===== src/rtl/piarb_buf_writer_if.sv =====
// Bus bundle between the PI arbiter buffer writer, its upstream PU source and
// the buffer manager (free-buffer, shared-memory write and enqueue ports).
interface piarb_buf_writer_if #(
    parameter int unsigned BPTR_NBITS = 8,
    parameter int unsigned DATA_NBITS = 32,
    parameter int unsigned ID_NBITS   = 4,
    parameter int unsigned LEN_NBITS  = 4
) ();
    logic                  in_valid;
    logic                  in_ready;
    logic                  in_sop;
    logic                  in_eop;
    logic [DATA_NBITS-1:0] in_data;
    logic [ID_NBITS-1:0]   in_port_id;
    logic [ID_NBITS-1:0]   in_qid;

    logic                  free_buf_req;
    logic                  free_buf_valid;
    logic [BPTR_NBITS-1:0] free_buf_ptr;
    logic                  free_buf_available;

    logic                  write_data_valid;
    logic [BPTR_NBITS-1:0] write_buf_ptr;
    logic [DATA_NBITS-1:0] write_data;
    logic                  write_sop;
    logic [ID_NBITS-1:0]   write_port_id;

    logic                  enq_req;
    logic [ID_NBITS-1:0]   enq_qid;
    logic [BPTR_NBITS-1:0] enq_head_ptr;
    logic [LEN_NBITS-1:0]  enq_len;
    logic                  enq_ack;

    logic                  proto_err;

    // Writer side
    modport master (
        input  in_valid, in_sop, in_eop, in_data, in_port_id, in_qid,
        input  free_buf_valid, free_buf_ptr, free_buf_available,
        input  enq_ack,
        output in_ready, free_buf_req,
        output write_data_valid, write_buf_ptr, write_data, write_sop, write_port_id,
        output enq_req, enq_qid, enq_head_ptr, enq_len,
        output proto_err
    );

    // Environment side (PU source + buffer manager)
    modport slave (
        output in_valid, in_sop, in_eop, in_data, in_port_id, in_qid,
        output free_buf_valid, free_buf_ptr, free_buf_available,
        output enq_ack,
        input  in_ready, free_buf_req,
        input  write_data_valid, write_buf_ptr, write_data, write_sop, write_port_id,
        input  enq_req, enq_qid, enq_head_ptr, enq_len,
        input  proto_err
    );
endinterface


===== src/rtl/piarb_buf_writer.sv =====
// Write-side front end of the PI arbiter buffer manager: prefetches free buffer
// pointers, writes packet chunks to shared memory and enqueues one descriptor per packet.
module piarb_buf_writer #(
    parameter int unsigned BPTR_NBITS = 8,
    parameter int unsigned DATA_NBITS = 32,
    parameter int unsigned ID_NBITS   = 4,
    parameter int unsigned LEN_NBITS  = 4
) (
    input  logic                 clk,
    input  logic                 rst,
    piarb_buf_writer_if.master   bus
);
    localparam int unsigned CNT_NBITS = 2;
    localparam int unsigned FIFO_DEPTH = 2;
    localparam logic [LEN_NBITS-1:0] LEN_MAX = '1;

    typedef enum logic [1:0] {
        S_IDLE,
        S_IN_PKT,
        S_ENQ
    } state_e;

    state_e                state_q, state_d;

    logic [BPTR_NBITS-1:0] ptr_mem_q [FIFO_DEPTH];
    logic [BPTR_NBITS-1:0] ptr_mem_d [FIFO_DEPTH];
    logic                  rd_idx_q, rd_idx_d;
    logic                  wr_idx_q, wr_idx_d;
    logic [CNT_NBITS-1:0]  cnt_q, cnt_d;
    logic                  outstanding_q, outstanding_d;
    logic                  free_buf_req_q, free_buf_req_d;

    logic [BPTR_NBITS-1:0] head_q, head_d;
    logic [ID_NBITS-1:0]   qid_q, qid_d;
    logic [ID_NBITS-1:0]   port_q, port_d;
    logic [LEN_NBITS-1:0]  len_q, len_d;
    logic                  enq_req_q, enq_req_d;

    logic                  wr_valid_q, wr_valid_d;
    logic [BPTR_NBITS-1:0] wr_ptr_q, wr_ptr_d;
    logic [DATA_NBITS-1:0] wr_data_q, wr_data_d;
    logic                  wr_sop_q, wr_sop_d;
    logic [ID_NBITS-1:0]   wr_port_q, wr_port_d;
    logic                  proto_err_q, proto_err_d;

    logic                  in_ready_c;
    logic                  accept_c;
    logic                  push_c;
    logic                  pop_c;

    // A non-sop beat in IDLE is dropped without a pointer, so it is accepted even with an empty FIFO
    assign in_ready_c = !rst && (((cnt_q != '0) && (state_q != S_ENQ)) ||
                                 ((state_q == S_IDLE) && bus.in_valid && !bus.in_sop));
    assign accept_c   = bus.in_valid && in_ready_c;

    // Next-state, FIFO and output computation
    always_comb begin
        state_d        = state_q;
        ptr_mem_d      = ptr_mem_q;
        rd_idx_d       = rd_idx_q;
        wr_idx_d       = wr_idx_q;
        cnt_d          = cnt_q;
        outstanding_d  = outstanding_q;
        free_buf_req_d = 1'b0;
        head_d         = head_q;
        qid_d          = qid_q;
        port_d         = port_q;
        len_d          = len_q;
        enq_req_d      = 1'b0;
        wr_valid_d     = 1'b0;
        wr_ptr_d       = wr_ptr_q;
        wr_data_d      = wr_data_q;
        wr_sop_d       = 1'b0;
        wr_port_d      = wr_port_q;
        proto_err_d    = 1'b0;
        push_c         = 1'b0;
        pop_c          = 1'b0;

        if (bus.free_buf_valid) begin
            if (outstanding_q) begin
                push_c = 1'b1;
            end else begin
                proto_err_d = 1'b1;
            end
        end

        unique case (state_q)
            S_IDLE: begin
                if (accept_c) begin
                    if (bus.in_sop) begin
                        pop_c      = 1'b1;
                        head_d     = ptr_mem_q[rd_idx_q];
                        qid_d      = bus.in_qid;
                        port_d     = bus.in_port_id;
                        len_d      = LEN_NBITS'(1);
                        wr_valid_d = 1'b1;
                        wr_ptr_d   = ptr_mem_q[rd_idx_q];
                        wr_data_d  = bus.in_data;
                        wr_sop_d   = 1'b1;
                        wr_port_d  = bus.in_port_id;
                        state_d    = bus.in_eop ? S_ENQ : S_IN_PKT;
                    end else begin
                        proto_err_d = 1'b1;
                    end
                end
            end
            S_IN_PKT: begin
                if (accept_c) begin
                    pop_c      = 1'b1;
                    wr_valid_d = 1'b1;
                    wr_ptr_d   = ptr_mem_q[rd_idx_q];
                    wr_data_d  = bus.in_data;
                    wr_port_d  = port_q;
                    if (bus.in_sop) begin
                        proto_err_d = 1'b1;
                    end
                    // Length saturates; the overflowing beat is still written
                    if (len_q == LEN_MAX) begin
                        proto_err_d = 1'b1;
                    end else begin
                        len_d = len_q + LEN_NBITS'(1);
                    end
                    if (bus.in_eop) begin
                        state_d = S_ENQ;
                    end
                end
            end
            S_ENQ: begin
                if (bus.enq_ack) begin
                    state_d = S_IDLE;
                end
            end
            default: state_d = S_IDLE;
        endcase

        if (push_c) begin
            ptr_mem_d[wr_idx_q] = bus.free_buf_ptr;
            wr_idx_d            = !wr_idx_q;
        end
        if (pop_c) begin
            rd_idx_d = !rd_idx_q;
        end
        cnt_d = cnt_q + CNT_NBITS'(push_c) - CNT_NBITS'(pop_c);

        // Only one pointer request in flight at a time
        free_buf_req_d = !outstanding_q && bus.free_buf_available &&
                         (cnt_q < CNT_NBITS'(FIFO_DEPTH));
        outstanding_d  = (outstanding_q && !bus.free_buf_valid) || free_buf_req_d;

        enq_req_d = (state_d == S_ENQ);
    end

    always_ff @(posedge clk) begin
        if (rst) begin
            state_q        <= S_IDLE;
            for (int i = 0; i < FIFO_DEPTH; i++) begin
                ptr_mem_q[i] <= '0;
            end
            rd_idx_q       <= 1'b0;
            wr_idx_q       <= 1'b0;
            cnt_q          <= '0;
            outstanding_q  <= 1'b0;
            free_buf_req_q <= 1'b0;
            head_q         <= '0;
            qid_q          <= '0;
            port_q         <= '0;
            len_q          <= '0;
            enq_req_q      <= 1'b0;
            wr_valid_q     <= 1'b0;
            wr_ptr_q       <= '0;
            wr_data_q      <= '0;
            wr_sop_q       <= 1'b0;
            wr_port_q      <= '0;
            proto_err_q    <= 1'b0;
        end else begin
            state_q        <= state_d;
            ptr_mem_q      <= ptr_mem_d;
            rd_idx_q       <= rd_idx_d;
            wr_idx_q       <= wr_idx_d;
            cnt_q          <= cnt_d;
            outstanding_q  <= outstanding_d;
            free_buf_req_q <= free_buf_req_d;
            head_q         <= head_d;
            qid_q          <= qid_d;
            port_q         <= port_d;
            len_q          <= len_d;
            enq_req_q      <= enq_req_d;
            wr_valid_q     <= wr_valid_d;
            wr_ptr_q       <= wr_ptr_d;
            wr_data_q      <= wr_data_d;
            wr_sop_q       <= wr_sop_d;
            wr_port_q      <= wr_port_d;
            proto_err_q    <= proto_err_d;
        end
    end

    assign bus.in_ready         = in_ready_c;
    assign bus.free_buf_req     = free_buf_req_q;
    assign bus.write_data_valid = wr_valid_q;
    assign bus.write_buf_ptr    = wr_ptr_q;
    assign bus.write_data       = wr_data_q;
    assign bus.write_sop        = wr_sop_q;
    assign bus.write_port_id    = wr_port_q;
    assign bus.enq_req          = enq_req_q;
    assign bus.enq_qid          = qid_q;
    assign bus.enq_head_ptr     = head_q;
    assign bus.enq_len          = len_q;
    assign bus.proto_err        = proto_err_q;

endmodule


===== src/flat_wrapper.sv =====
// flat-port wrapper written by rule: the top's interface ports become plain ports
module piarb_buf_writer_flat 
#(
    parameter int unsigned BPTR_NBITS = 8,
    parameter int unsigned DATA_NBITS = 32,
    parameter int unsigned ID_NBITS   = 4,
    parameter int unsigned LEN_NBITS  = 4
)
  (clk, rst, bus_in_valid, bus_in_sop, bus_in_eop, bus_in_data, bus_in_port_id, bus_in_qid, bus_free_buf_valid, bus_free_buf_ptr, bus_free_buf_available, bus_enq_ack, bus_in_ready, bus_free_buf_req, bus_write_data_valid, bus_write_buf_ptr, bus_write_data, bus_write_sop, bus_write_port_id, bus_enq_req, bus_enq_qid, bus_enq_head_ptr, bus_enq_len, bus_proto_err);
  piarb_buf_writer_if #(.BPTR_NBITS(BPTR_NBITS), .DATA_NBITS(DATA_NBITS), .ID_NBITS(ID_NBITS), .LEN_NBITS(LEN_NBITS)) bus_i ();
  input  logic clk;
  input  logic rst;
  input wire logic [$bits(bus_i.in_valid)-1:0] bus_in_valid;
  input wire logic [$bits(bus_i.in_sop)-1:0] bus_in_sop;
  input wire logic [$bits(bus_i.in_eop)-1:0] bus_in_eop;
  input wire logic [$bits(bus_i.in_data)-1:0] bus_in_data;
  input wire logic [$bits(bus_i.in_port_id)-1:0] bus_in_port_id;
  input wire logic [$bits(bus_i.in_qid)-1:0] bus_in_qid;
  input wire logic [$bits(bus_i.free_buf_valid)-1:0] bus_free_buf_valid;
  input wire logic [$bits(bus_i.free_buf_ptr)-1:0] bus_free_buf_ptr;
  input wire logic [$bits(bus_i.free_buf_available)-1:0] bus_free_buf_available;
  input wire logic [$bits(bus_i.enq_ack)-1:0] bus_enq_ack;
  output wire logic [$bits(bus_i.in_ready)-1:0] bus_in_ready;
  output wire logic [$bits(bus_i.free_buf_req)-1:0] bus_free_buf_req;
  output wire logic [$bits(bus_i.write_data_valid)-1:0] bus_write_data_valid;
  output wire logic [$bits(bus_i.write_buf_ptr)-1:0] bus_write_buf_ptr;
  output wire logic [$bits(bus_i.write_data)-1:0] bus_write_data;
  output wire logic [$bits(bus_i.write_sop)-1:0] bus_write_sop;
  output wire logic [$bits(bus_i.write_port_id)-1:0] bus_write_port_id;
  output wire logic [$bits(bus_i.enq_req)-1:0] bus_enq_req;
  output wire logic [$bits(bus_i.enq_qid)-1:0] bus_enq_qid;
  output wire logic [$bits(bus_i.enq_head_ptr)-1:0] bus_enq_head_ptr;
  output wire logic [$bits(bus_i.enq_len)-1:0] bus_enq_len;
  output wire logic [$bits(bus_i.proto_err)-1:0] bus_proto_err;
  assign bus_i.in_valid = bus_in_valid;
  assign bus_i.in_sop = bus_in_sop;
  assign bus_i.in_eop = bus_in_eop;
  assign bus_i.in_data = bus_in_data;
  assign bus_i.in_port_id = bus_in_port_id;
  assign bus_i.in_qid = bus_in_qid;
  assign bus_i.free_buf_valid = bus_free_buf_valid;
  assign bus_i.free_buf_ptr = bus_free_buf_ptr;
  assign bus_i.free_buf_available = bus_free_buf_available;
  assign bus_i.enq_ack = bus_enq_ack;
  assign bus_in_ready = bus_i.in_ready;
  assign bus_free_buf_req = bus_i.free_buf_req;
  assign bus_write_data_valid = bus_i.write_data_valid;
  assign bus_write_buf_ptr = bus_i.write_buf_ptr;
  assign bus_write_data = bus_i.write_data;
  assign bus_write_sop = bus_i.write_sop;
  assign bus_write_port_id = bus_i.write_port_id;
  assign bus_enq_req = bus_i.enq_req;
  assign bus_enq_qid = bus_i.enq_qid;
  assign bus_enq_head_ptr = bus_i.enq_head_ptr;
  assign bus_enq_len = bus_i.enq_len;
  assign bus_proto_err = bus_i.proto_err;
  piarb_buf_writer #(.BPTR_NBITS(BPTR_NBITS), .DATA_NBITS(DATA_NBITS), .ID_NBITS(ID_NBITS), .LEN_NBITS(LEN_NBITS)) u_core (.clk(clk), .rst(rst), .bus(bus_i));
endmodule

===== config.mk =====
export PLATFORM = sky130hd
export DESIGN_NAME = piarb_buf_writer_flat
export DESIGN_NICKNAME = d
export VERILOG_FILES = /design/src/rtl/piarb_buf_writer_if.sv /design/src/rtl/piarb_buf_writer.sv /design/src/flat_wrapper.sv
export SDC_FILE = /design/constraint.sdc
export NUM_CORES = 1
export LEC_CHECK = 0
export ABC_CLOCK_PERIOD_IN_PS = 5100
export CORE_MARGIN = 5
export CORE_UTILIZATION = 45
export DETAILED_ROUTE_END_ITERATION = 10
export DONT_BUFFER_PORTS = 1
export PLACE_DENSITY = 0.67
export SYNTH_ARGS = -nofsm -noshare
export SYNTH_HDL_FRONTEND = slang
export SYNTH_SLANG_ARGS = --single-unit

===== constraint.sdc =====
create_clock -name clk -period 5.1 [get_ports clk]
set_input_delay 1.02 -clock clk [delete_from_list [all_inputs] [get_ports clk]]
set_output_delay 1.02 -clock clk [all_outputs]
set_load 0.02 [all_outputs]

# Word level (Yosys, flattened, before mapping)
# Index checks and enable logic that the tools add are counted.
# W data, S select, Z words.
dict set report word_totals {
  out_inout_bits 66
  in_bits 56
  ff_bits 92
  wordCells 106
}
dict set report op_classes {
  reduce_logical 24
  magnitude_cmp 4
  muxes 44
  eq_ne 9
  bitwise_logic 3
  n_addsub 3
}
# cell n
set ops {}
lappend ops {{$mux W32} 3}
lappend ops {{$pmux W32 S2} 1}
lappend ops {{$mux W8} 7}
lappend ops {{$mux W4} 7}
lappend ops {{$bwmux W16} 1}
lappend ops {{$pmux W4 S2} 2}
lappend ops {{$pmux W8 S2} 1}
lappend ops {{$mux W1} 12}
lappend ops {{$mux W2} 6}
lappend ops {{$logic_and A1 B1 Y1} 9}
lappend ops {{$demux W8 S1} 1}
lappend ops {{$logic_not A1 Y1} 6}
lappend ops {{$ne A2 B2 Y1 const B} 3}
lappend ops {{$pmux W2 S3} 1}
lappend ops {{$reduce_and A5 Y1} 1}
lappend ops {{$add A4 B1 Y4 const B} 1}
lappend ops {{$eq A2 B2 Y1 const B} 2}
lappend ops {{$eq A4 B4 Y1 const B} 1}
lappend ops {{$ge A2 B2 Y1 const B} 2}
lappend ops {{$ne A2 B1 Y1 const B} 2}
lappend ops {{$not A1 Y2} 2}
lappend ops {{$pmux W1 S2} 2}
lappend ops {{$reduce_and A4 Y1} 1}
lappend ops {{$reduce_bool A2 Y1} 2}
lappend ops {{other kinds (10)} 11}

# Logic depth before layout (Yosys ltp)
dict set report logic_depth {
  depth_word 9
  mapped_depth 10
  ltp_nobuf 7
}

# Worst setup path after synthesis
# Ideal clock, no wire load.
dict set report synth_path {
  path_type {input port to output port}
  from {input port rst}
  to {output port bus_in_ready}
  stages 3
  t_arrival_ps 1928
  setup_slack_ps 2152
  cell_sequence {buf_2 buf_1 a221oi_1}
}
dict set report synth_between {
  elab_chain_cells 2
}
# item line_no
set synth_rtl {}
lappend synth_rtl {{start, declared} flat_wrapper.sv:12} ;# input logic rst;
lappend synth_rtl {{$logic_not A1 Y1} piarb_buf_writer.sv:52} ;# assign in_ready_c = !rst && (((cnt_q != '0) && (state_q != S_ENQ)) ||
lappend synth_rtl {{$logic_and A1 B1 Y1} piarb_buf_writer.sv:52}
lappend synth_rtl {{end, declared} flat_wrapper.sv:23} ;# output wire logic [$bits(bus_i.in_ready)-1:0] bus_in_ready;
# No other way between the ends.

# Final worst setup path
dict set report layout_path {
  from {register u_core.state_q[0]}
  to {output port bus_in_ready}
}
dict set report layout_between {
  elab_chain_cells 5
  elab_cells_between_ends 7
}
# item line_no
set layout_rtl {}
lappend layout_rtl {{start, declared} piarb_buf_writer.sv:23} ;# state_e state_q, state_d;
lappend layout_rtl {{start signal, assigned} piarb_buf_writer.sv:176} ;# state_q <= state_d;
lappend layout_rtl {{$logic_not A2 Y1} piarb_buf_writer.sv:53} ;# ((state_q == S_IDLE) && bus.in_valid && !bus.in_sop));
lappend layout_rtl {{$logic_and A1 B1 Y1 (2 in a row)} piarb_buf_writer.sv:53}
lappend layout_rtl {{$logic_or A1 B1 Y1 (*)} piarb_buf_writer.sv:52}
lappend layout_rtl {{$logic_and A1 B1 Y1 (*)} piarb_buf_writer.sv:52}
# Every way passes the cells marked *; elsewhere a longest branch is shown, timed or not.

==> run summary <==
status: finished, final reports clean
worst-path fanout max: 14
worst reg2reg endpoint: u_core.bus.enq_len[2]$_SDFFE_PP0P_
post_cts resized: 0
total gr overflow: 0
total CTS buffers: 9
first-pass GRT wire length: 14,700 µm
All-Layer GR Usage: 18.4%
achievable frequency: 343 MHz
VDD IR-drop max: 0.000229 V
static leakage: 0.00137 µW
CTS clk-pin slew, worst paths: 0.09 ns
layout cells sized above 1: 6.74%
register area: 0.00184 mm²
post-route insts no fill: 491
Worst Hold Path Cells: 2
Switching Fraction: 25.2%
Final Skew: 0.00587 ns
Synth warnings: 0
area occupied by multi-input gates: 0.00164 mm²
reg2reg setup slack: 2.59 ns
count leader, synth: dfxtp_1
Synth area leaders: dfxtp_1 50%, a21oi_1 8.9%, mux2i_1 7.6%
Sw Pwr: 352 µW
met3 WL post-DR: 1150 µm
worst rel slew slack: 11.9%
Layout Nets: 440
drt wl/cell: 19.4 µm
Max Used Layer: met4
DRC viols: 0
metal2 WL: 4480 µm
internal power: 1050 µW
Min Clock Period, post-route: 2.92 ns
total wire length: 9530 µm
postcts setup bufs: 0
DR pass1 iterations: 4
largest net degree at the start of global routing: 92
die width: 100 µm
synthesized flop and latch total: 92
diode count: 0
Worst Setup Path Type: reg -> out
Slew Viols, Final: 0
num rows: 33
Die Span Y: 100 µm
Post-synth top cells: 92 x dfxtp_1, 65 x a21oi_1, 45 x nand3_1
Post-synth EDFFs: 0
Worst setup EP type: output pin
dominant cell type by area after synthesis: dfxtp_1
CTS tree: built
CTS Hold Buffers Added: 0
worst-skew pair later-pin latency: 0.35 ns
Slew @ Worst Pin: 1.32 ns
maximum clock path buffer count: 2
dpl hpwl: 6420 µm
I/O Buffers: 0
Layout area overhead: 6.11%
post-synth top area share: 50.3%
Setup TNS: 0 ns
Syn Area/Cell: 9.03 µm²
Power Dens Cells: 359 mW/mm²
CP Launch Type: register
Synth cell types: 39
Setup-failing EPs final: 0
Hold Crit Start: u_core.port_q[3]$_SDFFE_PP0P_
RSZ-0062 raised after global routing: false
Inst Count DP: 475
fin crit share: 57.2%
Initial Util: 45.3%
final worst setup slack: 2.18 ns
vias in the first global route: 2,865
Critical Path RT: 4.08 ns
hold-critical path endpoint: u_core.port_q[3]$_SDFFE_PP0P_
Routed Antenna Nets: 0
H-tree Lvls: 3
Post-Route M1 WL: 3760 µm
maxcap violations: 0
I/O pin count: 122
Comb pwr share: 7.0%
sequential area share after synthesis: 50.3%
Final Wtd Congestion: 0.779
synthesized area: 0.00366 mm²
Vias: 2,951
Util after Layout: 48.1%
initial antenna violation count: 0
Vias/cell: 6.01
Syn Inst Count: 406
Layout fillers: 784
Post-Syn Nets: 465
asr flop ratio synth: 0%
pre-CTS WS: 2.25 ns
CTS root buf: clkbuf_8
sinks on the clock net: 92
die area: 0.0100 mm²
R2R Path Start: u_core.state_q[0]$_SDFF_PP0_
Worst R2R Path Depth: 4
Hold Path Class: reg -> reg
Primary FF master, synth: dfxtp_1
Worst EP arrival: 1.90 ns
final hold vios: 0
Core Footprint: 0.00809 mm²
sequential fraction of design power: 55.0%
clock power share: 38.0%
initial DRC count: 130
cell type report:
class | instances | share of cell area [%]
clock buffers | 10 | 3.28
clock inverters | 6 | 2.28
inverters | 7 | 0.676
multi-input cells | 266 | 42.1
flip-flops and latches | 92 | 47.4
well taps | 105 | 3.38
repair buffers | 5 | 0.965
sequential cells by signal, summed over array words and instances, names as in the netlist, 2 cells and up:
register	count
u_core.bus.enq_len	4
u_core.cnt_q	2
u_core.ptr_mem_q	16
u_core.bus.write_port_id	4
u_core.bus.write_data	32
u_core.bus.write_buf_ptr	8
u_core.bus.enq_qid	4
u_core.state_q	2
u_core.port_q	4
u_core.bus.enq_head_ptr	8
worst max-delay path, stage by stage (launching register included):
cell and delay [ns]:
dfxtp_1 0.63, inv_1 0.18, a221oi_1 0.74
power groups by stage:
stage,clock [µW],sequential (µW),combinational [µW]
6_report,531,768,97.7
5_1_grt,572,771,109
4_1_cts,545,768,97.8
3_5_place_dp,0,785,97.5
3_3_place_gp,0,785,94.4
2_1_floorplan,0,777,91.2
through the flow:
step	power, µW	hold slack [ns]	area, µm²
global route	1450	0.491	3890
CTS	1410	0.472	3890
global placement	879	0.453	3670
detailed placement	883	0.459	3670
finish	1400	0.475	3890
floorplan	869	0.453	3660
layer usage:
| metal | vias to the layer above | track usage, % |
|---|---|---|
| met5 | - | 0 |
| met4 | 0 | 6.22 |
| met3 | 13 | 9.17 |
| met2 | 114 | 29.3 |
| met1 | 1407 | 21.4 |
| li1 | 1417 | - |
worst max path at each step:
stage,from,endpoint,slack [ns]
after floorplan,rst,bus_in_ready,2.15
after global placement,bus_in_sop,bus_in_ready,2.30
after detailed placement,bus_in_sop,bus_in_ready,2.25
after CTS,u_core.state_q[0]$_SDFF_PP0_,bus_in_ready,2.15
after global routing,u_core.state_q[0]$_SDFF_PP0_,bus_in_ready,2.07
final,u_core.state_q[0]$_SDFF_PP0_,bus_in_ready,2.18
kinds of logic (layout without fill, tap and decap cells):
kind of cell | after synthesis | in the layout | synth area share (%)
and+or+nand+nor | 88 | 88 | 12.2
adders and majority gates | 3 | 3 | 1.02
AOI/OAI and AO/OA | 145 | 145 | 22.6
muxes | 28 | 28 | 7.65
DFF | 92 | 92 | 50.3
buffers and inverters | 48 | 28 | 5.84
xor gates and xnor gates | 2 | 2 | 0.478
placed cells by master (no fill, tap or decap), types with 2 or more instances in the layout:
cell,instances
a31oi_1,2
nand2_1,4
nand3_1,45
a211oi_1,22
o21ai_0,43
ha_1,3
a221oi_1,4
nand2b_1,3
bufinv_16,2
clkinvlp_4,2
a21oi_1,65
clkbuf_8,9
inv_1,7
mux2i_1,28
nor2_1,24
buf_4,5
dfxtp_1,92
(Power assumes the default switching activity.)
